$ cat config.mk
export PLATFORM = sky130hd
export DESIGN_NAME = bias_loader
export DESIGN_NICKNAME = d
export VERILOG_FILES = /design/src/rtl/bias_loader_pkg.sv /design/src/rtl/bias_shadow_buffer.sv /design/src/rtl/bias_loader.sv
export SDC_FILE = /design/constraint.sdc
export NUM_CORES = 1
export LEC_CHECK = 0
export CAP_MARGIN = 20
export CELL_PAD_IN_SITES_DETAIL_PLACEMENT = 1
export CELL_PAD_IN_SITES_GLOBAL_PLACEMENT = 2
export CORE_MARGIN = 1
export CORE_UTILIZATION = 40
export DETAILED_ROUTE_END_ITERATION = 10
export PLACE_DENSITY = 0.84
export SLEW_MARGIN = 10
export SYNTH_ARGS = -nofsm -noshare
export SYNTH_HDL_FRONTEND = slang
export SYNTH_SLANG_ARGS = --single-unit
$ cat constraint.sdc
create_clock -name clock -period 2.2 [get_ports clock]
set_input_delay 0.33 -clock clock [delete_from_list [all_inputs] [get_ports clock]]
set_output_delay 0.33 -clock clock [all_outputs]
set_load 0.01 [all_outputs]
$ cat src/rtl/bias_loader_pkg.sv
// Shared constants, FSM state type and count-width helper for the bias loader.
// Optional feature macro: BIAS_LOADER_ZERO_FILL_EN (see bias_loader.sv).
package bias_loader_pkg;

    localparam int BYTE_W = 8;

    typedef enum logic {
        FILL = 1'b0,
        FULL = 1'b1
    } state_e;

    // Width of a lane index; never narrower than one bit so SIZE=1 stays legal.
    function automatic int clog2(input int n);
        int w;
        w = $clog2(n);
        return (w < 1) ? 1 : w;
    endfunction

endpackage

$ cat src/rtl/bias_shadow_buffer.sv
// SIZE x 8 lane-addressed shadow register file.
// Supports one lane write plus zero-fill of every lane at or above an index.
module bias_shadow_buffer
    import bias_loader_pkg::*;
#(
    parameter int SIZE = 16,
    localparam int CW = clog2(SIZE)
) (
    input  logic                     clock_i,
    input  logic                     reset_ni,
    input  logic                     we_i,
    input  logic [CW-1:0]            idx_i,
    input  logic [BYTE_W-1:0]        data_i,
    input  logic                     zfill_i,
    input  logic [CW:0]              zidx_i,
    output logic [BYTE_W*SIZE-1:0]   lanes_o
);

    logic [BYTE_W*SIZE-1:0] lanes_q;
    logic [BYTE_W*SIZE-1:0] lanes_d;

    // A lane write takes priority; zero-fill then starts at the caller's index.
    always_comb begin
        lanes_d = lanes_q;
        for (int i = 0; i < SIZE; i++) begin
            if (we_i && (idx_i == CW'(i))) begin
                lanes_d[i*BYTE_W +: BYTE_W] = data_i;
            end else if (zfill_i && ((CW+1)'(i) >= zidx_i)) begin
                lanes_d[i*BYTE_W +: BYTE_W] = '0;
            end
        end
    end

    always_ff @(posedge clock_i or negedge reset_ni) begin
        if (!reset_ni) begin
            lanes_q <= '0;
        end else begin
            lanes_q <= lanes_d;
        end
    end

    assign lanes_o = lanes_q;

endmodule

$ cat src/rtl/bias_loader.sv
// Double-buffered per-lane bias loader: serial byte fill, parallel swap-out.
// Define BIAS_LOADER_ZERO_FILL_EN to add the flush port (pad a partial set with zeros).
module bias_loader
    import bias_loader_pkg::*;
#(
    parameter int SIZE = 16
) (
    input  logic                     clock,
    input  logic                     reset,
    input  logic [BYTE_W-1:0]        in_data,
    input  logic                     in_valid,
    output logic                     in_ready,
    input  logic                     swap,
`ifdef BIAS_LOADER_ZERO_FILL_EN
    input  logic                     flush,
`endif
    output logic [BYTE_W*SIZE-1:0]   bias_out,
    output logic                     bias_valid,
    output logic                     shadow_full
);

    localparam int CW = clog2(SIZE);
    localparam logic [CW-1:0] LAST = CW'(SIZE - 1);

    state_e                   state_q, state_d;
    logic [CW-1:0]            count_q, count_d;
    logic [BYTE_W*SIZE-1:0]   active_q, active_d;
    logic                     valid_q, valid_d;
    logic [BYTE_W*SIZE-1:0]   shadow;
    logic                     accept;
    logic                     zfill;
    logic [CW:0]              zidx;

    assign in_ready    = (state_q == FILL);
    assign shadow_full = (state_q == FULL);
    assign accept      = in_valid & in_ready;

    always_comb begin
        state_d  = state_q;
        count_d  = count_q;
        active_d = active_q;
        valid_d  = valid_q;
        zfill    = 1'b0;
        zidx     = '0;
        unique case (state_q)
            FILL: begin
                if (accept) begin
                    if (count_q == LAST) begin
                        count_d = '0;
                        state_d = FULL;
                    end else begin
                        count_d = count_q + 1'b1;
                    end
                end
`ifdef BIAS_LOADER_ZERO_FILL_EN
                // Same-cycle byte lands first, so padding begins one lane later.
                if (flush && (count_q != '0) && (state_d == FILL)) begin
                    zfill   = 1'b1;
                    zidx    = {1'b0, count_q} + {{CW{1'b0}}, accept};
                    count_d = '0;
                    state_d = FULL;
                end
`endif
            end
            FULL: begin
                if (swap) begin
                    active_d = shadow;
                    valid_d  = 1'b1;
                    state_d  = FILL;
                end
            end
        endcase
    end

    always_ff @(posedge clock or negedge reset) begin
        if (!reset) begin
            state_q  <= FILL;
            count_q  <= '0;
            active_q <= '0;
            valid_q  <= 1'b0;
        end else begin
            state_q  <= state_d;
            count_q  <= count_d;
            active_q <= active_d;
            valid_q  <= valid_d;
        end
    end

    bias_shadow_buffer #(
        .SIZE (SIZE)
    ) u_shadow (
        .clock_i  (clock),
        .reset_ni (reset),
        .we_i     (accept),
        .idx_i    (count_q),
        .data_i   (in_data),
        .zfill_i  (zfill),
        .zidx_i   (zidx),
        .lanes_o  (shadow)
    );

    assign bias_out   = active_q;
    assign bias_valid = valid_q;

endmodule

==> summary.md <==
| Metric | Value |
|---|---|
| End point of the critical path | in_ready |
| WL per Instance | around 21 µm |
| CP bufs+invs | 2 |
| Type of origin of the critical path | flip-flop |
| Die Ht | 160.8 µm |
| Avg Cell Area, Syn | 17.03 µm² |
| Initial antenna violation count | 0 |
| Clock Tree Buf Depth | 3 |
| Root Buffer | clkbuf_16 |
| Unrepaired setup endpoints after global routing | no |
| Final ANT Viol Nets | 0 |
| I/O pin total | 143 |
| Worst Reg2Reg Path Length in Cells | 4 |
| Clk_skew | roughly 9.2 ps |
| Max Cap Viol | 0 |
| CP max stage cell | clkdlybuf4s50_1 |
| Max-slew headroom | between 60% and 70% |
| Clk_lat worst skew | 530 ps |
| Post-detail-place hpwl | 14.66 mm |
| Critical path, cell by cell | inv_1, clkdlybuf4s50_1 |
| Worst setup path class | flip-flop to output pin |
| DRT Pass-1 Iters | 4 |
| Share of synthesized registers carrying an async set or reset | between 90% and 100% |
| Post_cts resized | 0 |
| WL final | between 20 and 25 mm |
| Share of layout cells above drive strength 1 | about 44% |
| First-pass GRT wire length | 37.14 mm |
| Synthesis warning total | 0 |
| Vias in the first global route | 6265 |
| Crit. Startpoint | shadow_full |
| Die X | between 150 and 200 µm |
| CP arrival | 1730 ps |
| #FFs+latches synth | around 260 |
| Cell Pwr Density | roughly 1400 nW/µm² |
| Number of H-tree levels | 1 |
| Core area | approximately 25000 µm² |
| Largest net degree at the start of global routing | 70 |
| CP max stage delay | between 500 and 600 ps |
| Reg2reg start | count_q[0] |
| 1st-iter DRT viols | around 260 |
| Leakage | around 6 nW |
| Period utilization | around 93% |
| Max Slew Vio Count | 0 |
| Fin crit period | 2056 ps |
| Register area share after synthesis | about two thirds |
| Placer congestion estimate | approximately 0.76 |
| Crit-path leading delay family | buffers and inverters |
| Yosys cell types | 30 |
| Crit end category | output pin |
| Max IR drop VDD | between 0.6 and 0.7 mV |
| Reg2reg setup slack | about 340 ps |
| Row count | 57 |
| Fill cells | roughly 2300 |
| Synthesized area | between 10000 and 15000 µm² |
| Syn Inst Count | 592 |
| Outcome | finished clean |
| Final Hold Viols | 0 |
| Via density | 4.994 |
| Hold WC Path Type | primary input to asynchronous set/reset pin |
| Reg-to-reg endpoint | u_shadow.lanes_o[123] |
| DRC | 0 |
| CTS buffer count | 28 |
| Number of cells on the critical path | 2 |
| Synthesized Nets | around 610 |
| Least-Margin Pin Slew | between 500 and 600 ps |
| Final setup viols | 0 |
| Number of port buffers | 142 |
| GRT Overall Usage | about a fifth |
| GRT overflow | 0 |
| Clock Pin Slew Worst Setup and Hold Paths | ~60 ps |
| Layout Nets | a little under 800 |
| Maximum net fanout on the critical path | 7 |
| CTS tree | done |
| Vias | between 5000 and 6000 |
| Layout area overhead | 28.15% |
| CP required | roughly 1900 ps |
| Setup TNS | 0 ps |
| Die area | around 26000 µm² |
| Design Power | around 0.018 W |
| Dominant synthesized flop cell | dfrtp_1 |
| FMAX | between 400 and 500 MHz |
| CTS sink cnt | 262 |
| Initial Util | about two fifths |
| Number of flops mapped to enable cells by yosys | 0 |
[cells by family after synthesis]
kind of cell / count (synthesis) / share of synthesized area, %
fa+ha+maj: 4 / 0.4964
simple gates: 31 / 2.928
buf+inv: 33 / 1.948
xor+xnor: 1 / 0.08688
mux: 256 / 29.18
flops: 262 / 65.02
compound gates: 5 / 0.3351
[how the worst min path moves through the flow]
stage	start	end	slack, ps	cells after the start
2_1_floorplan	reset	bias_out[0]	30	0
3_3_place_gp	reset	bias_out[57]	320	1
3_5_place_dp	reset	bias_out[57]	330	1
4_1_cts	reset	bias_out[58]	370	2
5_1_grt	reset	u_shadow.lanes_o[55]	390	2
6_report	reset	bias_out[57]	350	2
[power breakdown]
group | switching, W | leakage [nW] | total (W) | internal (W)
Combinational | 0.00190 | 2.16 | 0.00518 | 0.00328
Clock | 0.00188 | 0.466 | 0.00468 | 0.00279
Sequential | 0.00117 | 3.43 | 0.00798 | 0.00681
Total | 0.00495 | 6.05 | 0.0178 | 0.0129
[cells in the mapped netlist (3+ instances only)]
master / n / area [µm²]
buf_4: 4 / 30.03
ha_1: 4 / 50.05
buf_2: 14 / 70.07
clkbuf_1: 9 / 33.78
mux2_2: 240 / 2703
nor2_4: 4 / 45.04
dfrtp_1: 262 / 6556
nand2b_1: 4 / 25.02
mux2_4: 16 / 240.2
inv_1: 3 / 11.26
nand3_1: 3 / 15.01
nand2_1: 3 / 11.26
[stage by stage]
stage	area [µm²]	util (%)	hold WS, ps	instances	worst slack, ps
after global routing	12920	52.66	385.5	1102	80.76
final	12920	52.67	353.4	1103	143.7
after global placement	11970	48.79	317.2	1049	187.3
after CTS	12920	52.66	373.5	1102	123.0
after floorplan	10080	-	34.41	592	584.0
after detailed placement	11970	48.79	332.8	1049	124.6
[state kept, by name, summed over array words and instances, names as in the netlist]
| name | cells |
|---|---|
| bias_out | 128 |
| bias_valid | 1 |
| count_q | 4 |
| shadow_full | 1 |
| u_shadow.lanes_o | 128 |
[area by class of cell]
| class | instances | area (µm²) | share of cell area [%] |
|---|---|---|---|
| antenna | 1 | 2.502 | 0.01936 |
| clock buffer | 41 | 850.8 | 6.584 |
| clock inverter | 11 | 88.84 | 0.6875 |
| inverter | 3 | 11.26 | 0.08714 |
| multi-input combinational | 297 | 3338 | 25.83 |
| sequential | 262 | 6556 | 50.74 |
| tap | 324 | 405.4 | 3.137 |
| timing repair buffer | 164 | 1669 | 12.92 |
[layer usage]
layer	track usage (%)	vias to the layer above	part of all wire, %
met2	29.48	139	47
li1	-	2413	-
met1	26.44	2922	46
met4	4.031	0	1.7
met5	0	-	0
met3	3.874	34	5.2
[cell usage in the layout, fill, tap and decap left out, types with 6 or more instances in the layout]
master           count
mux2_2             240
clkinv_2             7
buf_4               15
dfrtp_1            262
buf_12               6
mux2_4              16
clkbuf_8             8
clkbuf_16           29
clkdlybuf4s50_1    141
[what timing repair did]
item | CTS | global route
endpoints found under the hold margin | 65 | 0
buffers inserted | 0 | 0
hold buffers | 1 | 0
No activity file was read; power rests on OpenSTA's default activity.
